`src/rtl/sram_bank_responder.sv`:
```
// Bank of independent SRAMs answering the memory controller's per-RAM strobes, with a clear sweep per RAM.
// Optional macro SRAM_WRITE_FIRST_BYPASS_EN: when defined, a same-address read/write collision returns the new write data.
module sram_bank_responder #(
  parameter int Addr_Width    = 4,
  parameter int Ram_Depth     = 1 << Addr_Width,
  parameter int Nums_SRAM_In  = 2,
  parameter int Nums_SRAM_Out = 1,
  parameter int Nums_SRAM     = Nums_SRAM_In + Nums_SRAM_Out,
  parameter int Data_Width    = 8
) (
  input  logic                             clk,
  input  logic                             Mem_reset,
  input  logic [Nums_SRAM-1:0]             Mem_Clear,
  input  logic [Nums_SRAM-1:0]             En_Chip_Select,
  input  logic [Nums_SRAM-1:0]             En_Write,
  input  logic [Nums_SRAM-1:0]             En_Read,
  input  logic [Nums_SRAM*Addr_Width-1:0]  Addr_Read,
  input  logic [Nums_SRAM*Addr_Width-1:0]  Addr_Write,
  input  logic [Nums_SRAM*Data_Width-1:0]  Data_Write,
  output logic [Nums_SRAM*Data_Width-1:0]  Data_Read,
  output logic [Nums_SRAM-1:0]             Read_Valid,
  output logic [Nums_SRAM-1:0]             Clear_Busy
);

  typedef enum logic {IDLE, CLEAR} ram_state_e;

  for (genvar i = 0; i < Nums_SRAM; i++) begin : g_ram
    ram_state_e             state, state_next;
    logic [Addr_Width-1:0]  cnt, cnt_next;
    logic [Data_Width-1:0]  mem [Ram_Depth];
    logic                   wr_en, rd_en, mem_we;
    logic [Addr_Width-1:0]  raddr, waddr, mem_addr;
    logic [Data_Width-1:0]  wdata, mem_wdata, rd_word;
    logic [Data_Width-1:0]  rd_data_p0;
    logic                   vld_p0;

    assign raddr = Addr_Read[Addr_Width*i +: Addr_Width];
    assign waddr = Addr_Write[Addr_Width*i +: Addr_Width];
    assign wdata = Data_Write[Data_Width*i +: Data_Width];

    // A clear request in IDLE pre-empts any access issued in the same cycle.
    always_comb begin
      state_next = state;
      cnt_next   = cnt;
      wr_en      = 1'b0;
      rd_en      = 1'b0;
      case (state)
        IDLE: begin
          if (Mem_Clear[i]) begin
            state_next = CLEAR;
            cnt_next   = '0;
          end else begin
            wr_en = En_Chip_Select[i] & En_Write[i];
            rd_en = En_Chip_Select[i] & En_Read[i];
          end
        end
        CLEAR: begin
          cnt_next = cnt + 1'b1;
          if (cnt == Addr_Width'(Ram_Depth - 1)) begin
            state_next = IDLE;
            cnt_next   = '0;
          end
        end
        default: begin
          state_next = IDLE;
          cnt_next   = '0;
        end
      endcase
    end

    always_comb begin
      mem_we    = (state == CLEAR) | wr_en;
      mem_addr  = (state == CLEAR) ? cnt : waddr;
      mem_wdata = (state == CLEAR) ? '0 : wdata;
    end

`ifdef SRAM_WRITE_FIRST_BYPASS_EN
    assign rd_word = (wr_en && (waddr == raddr)) ? wdata : mem[raddr];
`else
    assign rd_word = mem[raddr];
`endif

    // Stage p0: registered read data and its valid flag.
    always_ff @(posedge clk) begin
      if (Mem_reset) begin
        state      <= IDLE;
        cnt        <= '0;
        vld_p0     <= 1'b0;
        rd_data_p0 <= '0;
      end else begin
        state  <= state_next;
        cnt    <= cnt_next;
        vld_p0 <= rd_en;
        if (rd_en) rd_data_p0 <= rd_word;
      end
    end

    // Array contents survive reset; a reset edge simply performs no write.
    always_ff @(posedge clk) begin
      if (!Mem_reset && mem_we) mem[mem_addr] <= mem_wdata;
    end

    assign Data_Read[Data_Width*i +: Data_Width] = rd_data_p0;
    assign Read_Valid[i] = vld_p0;
    assign Clear_Busy[i] = (state == CLEAR);
  end

endmodule

```
`config.mk`:
```
export PLATFORM = sky130hd
export DESIGN_NAME = sram_bank_responder
export DESIGN_NICKNAME = d
export VERILOG_FILES = /design/src/rtl/sram_bank_responder.sv
export SDC_FILE = /design/constraint.sdc
export NUM_CORES = 1
export LEC_CHECK = 0
export CAP_MARGIN = 20
export CORE_ASPECT_RATIO = 1.4
export CORE_MARGIN = 2
export CORE_UTILIZATION = 56
export CTS_CLUSTER_DIAMETER = 80
export DETAILED_ROUTE_END_ITERATION = 6
export GPL_ROUTABILITY_DRIVEN = 1
export PLACE_DENSITY = 0.74
export SLEW_MARGIN = 20
export SYNTH_ARGS = -nofsm -noshare
export SYNTH_HDL_FRONTEND = slang
export SYNTH_SLANG_ARGS = --single-unit
```
`constraint.sdc`:
```
create_clock -name clk -period 2.7 [get_ports clk]
set_input_delay 0.54 -clock clk [delete_from_list [all_inputs] [get_ports clk]]
set_output_delay 0.54 -clock clk [all_outputs]
set_load 0.02 [all_outputs]
```
# [After elaboration in Yosys (flattened, before gate mapping)]
# Memory sizes are Yosys's and may differ from the RTL's. A register that Yosys moved wholly into a read port is not among the register bits.
# Cells that the tools add are included.
[totals] reg_bits=18 ramBits=384 input_bits=62 output_inout_bits=30 elab_cells=79 n_memories=3
[memory_table] name="g_ram[0].mem" depth=16 width=8 rd=1 rd_clocked_by_memory_dff=1 write_ports=1 line_no="30" text="logic [Data_Width-1:0] mem [Ram_Depth];"
[memory_table] name="g_ram[1].mem" depth=16 width=8 rd=1 rd_clocked_by_memory_dff=1 write_ports=1 line_no="30"
[memory_table] name="g_ram[2].mem" depth=16 width=8 rd=1 rd_clocked_by_memory_dff=1 write_ports=1 line_no="30"
[op_classes] addsub=3 n_eq_ne=6 n_mux=42 bitwise_logic=12 n_reduce_logical=4
[ops] operator="$mux 4" n=9
[ops] operator="$mux 1" n=24
[ops] operator="$mux 8" n=3
[ops] operator="$pmux 4 s2" n=3
[ops] operator="$add 4x1->4 const B" n=3
[ops] operator="$eq 4x4->1 const B" n=3
[ops] operator="$and 1x1->1" n=6
[ops] operator="$ne 2x2->1 const B" n=3
[ops] operator="$pmux 1 s2" n=3
[ops] operator="$logic_and 1x1->1" n=3
[ops] operator="$not 1->1" n=3
[ops] operator="$or 1x1->1" n=3
[ops] operator="$logic_not 1->1" n=1

# [Depth between registers and ports, before layout]
# Gate-level depths: netlist (run 1).
[logic_depth] ltp_word=7 depth_mapped=6 mapped_depth_nobuf=5

# [Worst setup path after synthesis (run 1)]
# OpenSTA, ideal clock, no wires.
[synth_timing] path_type="in2reg" start="input port Mem_reset" end="memory g_ram[2].mem[12][0], enable pin" setup_ps=370 arrival_time_ps=1682 t_required_ps=2330 slack_ps=648 path_stages=5 n_path_buf=2 cell_sequence="buf_2 clkbuf_1 a21oi_1 o21ai_0 nor2_1"
[synth_between] elab_chain_cells=4
[synth_rtl] item="from (decl)" line_no="12" text="input logic Mem_reset,"
[synth_rtl] item="$logic_not 1->1" line_no="100" text="if (!Mem_reset && mem_we) mem[mem_addr] <= mem_wdata;"
[synth_rtl] item="$logic_and 1x1->1" line_no="100"
[synth_rtl] item="$mux 1" line_no="100"
[synth_rtl] item="$mux 1 (implied by the code)" line_no="100"
[synth_rtl] item="to (decl)" line_no="30"
# Every way passes these cells.

# [Worst setup path in the final report (run 1)]
[layout_timing] start="register g_ram[1].state" end="output port Clear_Busy[1]"
[layout_lines] item="from (decl)" line_no="28" text="ram_state_e state, state_next;"
[layout_lines] item="from (signal assigned)" line_no="91" text="state <= state_next;"
[layout_lines] item="to (decl)" line_no="22" text="output logic [Nums_SRAM-1:0] Clear_Busy"
# No word-level cell between the ends.

==> results of run 1 <==
==> logic make-up (layout without fill, tap and decap cells) <==
family                   count (synthesis)  count (layout)  share of synthesized area, %
AO/OA/AOI/OAI                          105             105                         3.983
buffers and inverters                   62             246                         2.217
flip-flops                             426             426                         73.08
multiplexers                           144             144                         15.74
adder cells (fa/ha/maj)                  3               3                        0.2217
AND/OR/NAND/NOR                        160             160                         4.759
other                                    0               2                             0
==> layout by cell type (no fill, tap or decap), drive strengths merged, types with 4 or more instances in the layout <==
cell and count:
edfxtp 384, mux4 96, clkdlybuf4s50 89, buf 73, nor2 72, clkbuf 52
mux2i 48, dfxtp 42, o21ai 36, a21oi 25, a2bb2oi 24, nor2b 24
nor3 19, nand2 14, inv 14, clkinv 13, nor3b 9, nand3b 6
a31oi 5, or3 5, bufinv 4
==> flip-flops by register name (all words and copies together), names as in the netlist <==
name / cells
g_ram.cnt: 12
g_ram.mem: 384
g_ram.rd_data_p0: 24
g_ram.state: 3
g_ram.vld_p0: 3
==> where the power goes <==
group,switching (mW),leakage [nW],internal (mW),total [mW]
combinational,0.472,2.15,0.386,0.858
sequential,0.0338,3.83,7.28,7.31
clock,2.30,0.647,3.30,5.61
total,2.81,6.63,11.0,13.8
==> stage by stage <==
stage / setup slack [ns] / util (%) / std cells / hold WS [ns]
after global placement: 0.2184 / 62.39 / 1398 / 0.4551
after detailed placement: 0.09492 / 62.41 / 1398 / 0.4684
final: 0.1921 / 66.96 / 1471 / 0.4811
after floorplan: 0.6477 / - / 900 / 0.4840
after global routing: 0.08832 / 66.94 / 1469 / 0.5101
after CTS: 0.1832 / 66.83 / 1469 / 0.4829
==> layout make-up <==
cell class | count | area, µm² | area share, %
inverter | 13 | 48.80 | 0.2442
sequential | 426 | 12370 | 61.92
antenna | 2 | 5.005 | 0.02505
timing repair buffer | 162 | 1534 | 7.677
multi-input combinational | 412 | 4220 | 21.12
clock buffer | 52 | 1117 | 5.592
clock inverter | 19 | 201.4 | 1.008
tap | 385 | 481.7 | 2.411
==> routing by layer <==
layer | GRT usage [%] | wire (µm)
met5 | 0 | 25
met4 | 7.831 | 1064
met3 | 4.239 | 1986
met2 | 40.53 | 18680
met1 | 28.61 | 12980
==> worst paths after layout <==
kind                             to              startpoint
max                   Clear_Busy[1]          g_ram[1].state
max reg2reg      g_ram[1].mem[4][1]          g_ram[1].state
min          g_ram[0].rd_data_p0[3]  g_ram[0].rd_data_p0[3]
min reg2reg  g_ram[0].rd_data_p0[3]  g_ram[0].rd_data_p0[3]
==> worst max-delay path, delay by kind of cell (launching register included) <==
kind     cells  cell delay [ns]
buf+inv      2             1.03
flops        1             0.41
==> results_dict.tcl, run 1 <==
set metrics [dict create \
    outcome "finished clean" \
    synth_edf_count 384 \
    clock_skew_ns 0.01621 \
    grt_max_degree 33 \
    peakVddDrop_v 0.0004983 \
    slowest_delay_ns 0.68 \
    die_h_um 209.7 \
    slew_headroom_pct 27.56 \
    rsz0062_at_grt "false" \
    reg2reg_depth 6 \
    start_util_pct 56.73 \
    final_area_um2 19980 \
    cts_tree "done" \
    antenna_found_initial 3 \
    initialDrtViolationCount 669 \
    placed_area_um2 18620 \
    synthesis.nets 965 \
    clkLatencyLatePin_ns 0.53 \
    ys_top_cells_by_area "edfxtp_1 (68%), mux4_2 (12%), dfxtp_1 (5.0%), mux2i_1 (2.8%), nor2_1 (1.6%)" \
    setup-violations-final 0 \
    avgRoutedWirePerCell_um 23.61 \
    grt_pass1_wl_mm 53.58 \
    ys_ff_latch 426 \
    fin_nets 1119 \
    cts_root_buffer "clkbuf_16" \
    synth-seq-area-share_pct 73.08 \
    totalNegativeSetupSlack_ns 0 \
    postCtsHoldBufs 0 \
    maxCapViolCount 0 \
    crit_fanout 25 \
    place.gp.congestion 0.8486 \
    hold_viol_final 0 \
    cp-start-kind "register" \
    die_w_um 151.0 \
    synth_area_um2 16930 \
    port_buffers 91 \
    cp_slowest_cell "clkdlybuf4s50_1" \
    cts.repair.resized 0 \
    yosysTopAreaCellShare_pct 68.11 \
    via_per_inst 5.994 \
    syn_area_per_cell_um2 18.81 \
    cts.sinks 426 \
    p_leak_nw 6.632 \
    finalPower_mw 13.78 \
    yosysMostFrequentCell "edfxtp_1" \
    gr-usage-all-layers_pct 23.00 \
    cp.required_ns 2.16 \
    path_clk_slew_ns 0.06 \
    worst_pin_slew_ns 1.084 \
    rrSetupSlack_ns 0.37 \
    fp.dieArea_um2 31660 \
    cts_inserted_buffers 39 \
    yosysUniqueCellTypes 38 \
    clk_path_buf_depth 3 \
    worstPathArrival_ns 1.97 \
    num_io_pins 92 \
    hold_depth 2 \
    rows 75 \
    worstPathCellList "buf_4, clkdlybuf4s50_1" \
    worst_hold_path_type "register to register" \
    ys_warn_count 0 \
    drtPass1Iterations 5 \
    syn2layout_area_growth_pct 18.02 \
    dp_hpwl_mm 23.12 \
    fill_cells 1963 \
    gr-total-overflow 0 \
    worst_setup_path_end_kind "primary output" \
    syn_inst 900 \
    layout-drive-gt1-share_pct 22.05 \
    ys.flop_type "edfxtp_1" \
    ant_nets 0 \
    yosys-top-cells-count "edfxtp_1 (384), mux4_2 (90), nor2_1 (72)" \
    finalCritPeriodShare_pct 92.89 \
    drc 0 \
    period_needed_ns 2.508 \
    post-cts-setup-buffers 0 \
    fmax_mhz 398.7 \
    cts_htree_levels 2 \
    grt_pass1_vias 9160 \
    core_area_um2 29840 \
    critPathKind "register to primary output" \
    wirelength_mm 34.73 \
    async_flop_share_pct 0 \
    power_density_nw_per_um2 689.5 \
    drv_slew 0 \
    dr_total_vias 8817 \
    synth_top_area_cell "edfxtp_1" \
]
Note: power is estimated with default switching activity, not from simulation.
==> run 2, diff against run 1 <==
- clock period: 2.7 -> 3 ns (I/O delays scaled with it)
==> run 2 against run 1 <==
Net effect:
- global-route usage fell by 0.58 points
- cell count up 0.61%
- register-to-register slack better by 0.29 ns
- largest cell class unchanged
- routed wire length fell by 1.8%
- critical path depth shrank 1
- core utilization decreased by 0.14 points
- hold slack improved by 0.012 ns
==> results_dict.tcl, run 2 (synthesis results as in run 1) <==
set metrics [dict create \
    postCtsHoldBufs 0 \
    antenna_found_initial 0 \
    num_io_pins 92 \
    drc 0 \
    seq_power_share_pct 53.9 \
    drv_slew 0 \
    worstPathCellList "clkdlybuf4s50_1" \
    setup.worst_path.start "g_ram[2].state" \
    start_util_pct 56.73 \
    layout-drive-gt1-share_pct 21.85 \
    slew_headroom_pct 26.45 \
    die_w_um 151.0 \
    hold_depth 2 \
    swShare_pct 20.53 \
    peakVddDrop_v 0.0005114 \
    cp.required_ns 2.40 \
    critPathKind "register to primary output" \
    finalCritPeriodShare_pct 85.98 \
    rrSetupSlack_ns 0.66 \
    r2r_end "g_ram[2].mem[0][2]" \
    combPwrFrac_pct 6.4 \
    cp_slowest_cell "dfxtp_1" \
    power_density_nw_per_um2 612.1 \
    top_regs "g_ram.mem: 384 flops, g_ram.rd_data_p0: 24 flops, g_ram.cnt: 12 flops" \
    slowest_delay_ns 0.73 \
    post-cts-setup-buffers 0 \
    worstPathArrival_ns 1.98 \
    crit_fanout 18 \
    cell_internal_pwr_mw 9.699 \
    hold_start "g_ram[0].rd_data_p0[4]" \
    worst_pin_slew_ns 1.101 \
    cts_tree "done" \
    min_to "g_ram[0].rd_data_p0[4]" \
    grt_pass1_wl_mm 52.52 \
    dpl.cell_count 1409 \
    place.gp.congestion 0.8211 \
    clock_power_share_pct 39.7 \
    layout_commonest_cell "edfxtp_1" \
    wirelength_mm 34.12 \
    gr-total-overflow 0 \
    fill_cells 1980 \
    netSwitchingPower_mw 2.506 \
    final_cell_mix "edfxtp_1 (384), mux4_2 (90), clkdlybuf4s50_1 (89)" \
    largest_reg_flops 384 \
    via_per_inst 5.905 \
    reg2reg_depth 5 \
    syn2layout_area_growth_pct 17.77 \
    outcome "finished clean" \
    cp_top_family "flip-flops" \
    timing.rr.start "g_ram[2].state" \
    clk_path_buf_depth 3 \
    finalNonFillerCells 1480 \
    final_area_um2 19940 \
    initialDrtViolationCount 708 \
    clock_skew_ns 0.02296 \
    largest-register "g_ram.mem" \
    maxCapViolCount 0 \
    cts.sinks 426 \
    die_h_um 209.7 \
    fmax_mhz 387.7 \
    avgRoutedWirePerCell_um 23.05 \
    worst_setup_path_end_kind "primary output" \
    cts_htree_levels 2 \
    hold_viol_final 0 \
    core_area_um2 29840 \
    fin_nets 1130 \
    dp_hpwl_mm 23.19 \
    dr_total_vias 8740 \
    setup-violations-final 0 \
    cp_num_buf_inv 1 \
    cp-start-kind "register" \
    drtPass1Iterations 4 \
    rows 75 \
    cts_root_buffer "clkbuf_16" \
    gr-usage-all-layers_pct 22.42 \
    cts.repair.resized 0 \
    cts_inserted_buffers 38 \
    grt_pass1_vias 9125 \
    period_needed_ns 2.579 \
    path_clk_slew_ns 0.06 \
    ant_nets 0 \
    worst_hold_path_type "register to register" \
    port_buffers 91 \
    fp.dieArea_um2 31660 \
    totalNegativeSetupSlack_ns 0 \
    clkLatencyLatePin_ns 0.54 \
    grt_max_degree 33 \
    rsz0062_at_grt "false" \
    placed_area_um2 18670 \
    p_leak_nw 6.625 \
]
## run 2: cell type report
class	count	area (µm²)	share of cell area [%]
clock inverter	14	157.7	0.7907
tap	385	481.7	2.416
multi-input combinational	412	4203	21.08
clock buffer	55	1087	5.453
antenna	1	2.502	0.01255
timing repair buffer	174	1587	7.957
inverter	13	48.80	0.2447
sequential	426	12370	62.05
## run 2: worst max-delay path by stage
stage | end | slack [ns] | depth (start not counted)
after global placement | g_ram[2].mem[0][4] | 0.34 | 5
after floorplan | g_ram[2].mem[12][0] | 0.89 | 5
after CTS | Clear_Busy[2] | 0.45 | 1
after detailed placement | g_ram[2].mem[9][2] | 0.30 | 5
after global routing | Clear_Busy[2] | 0.34 | 1
final | Clear_Busy[2] | 0.42 | 1
## run 2: metrics by stage
step	utilization, %	setup WS [ns]	hold slack [ns]	power [mW]
finish	66.82	0.4207	0.4927	12.20
global route	66.81	0.3398	0.5174	12.55
CTS	66.73	0.4464	0.4935	12.29
detailed placement	62.56	0.3006	0.4657	7.488
global placement	62.55	0.3392	0.4639	7.466
floorplan	-	0.8877	0.4840	7.165
## run 2: power groups by stage
stage / logic, mW / registers [mW] / clock network (mW)
after floorplan: 0.458 / 6.71 / 0
after global placement: 0.761 / 6.71 / 0
after detailed placement: 0.779 / 6.71 / 0
after CTS: 0.783 / 6.58 / 4.93
after global routing: 0.838 / 6.58 / 5.13
final: 0.777 / 6.58 / 4.85
## run 2: layer usage
metal,track usage (%),wire length [µm],vias to the layer above,share of wire [%]
met5,0,0,-,0
met4,6.478,880,0,2.6
met3,4.370,2193,63,6.4
met2,39.69,18300,285,54
met1,28.12,12740,4427,37
li1,-,-,3965,-
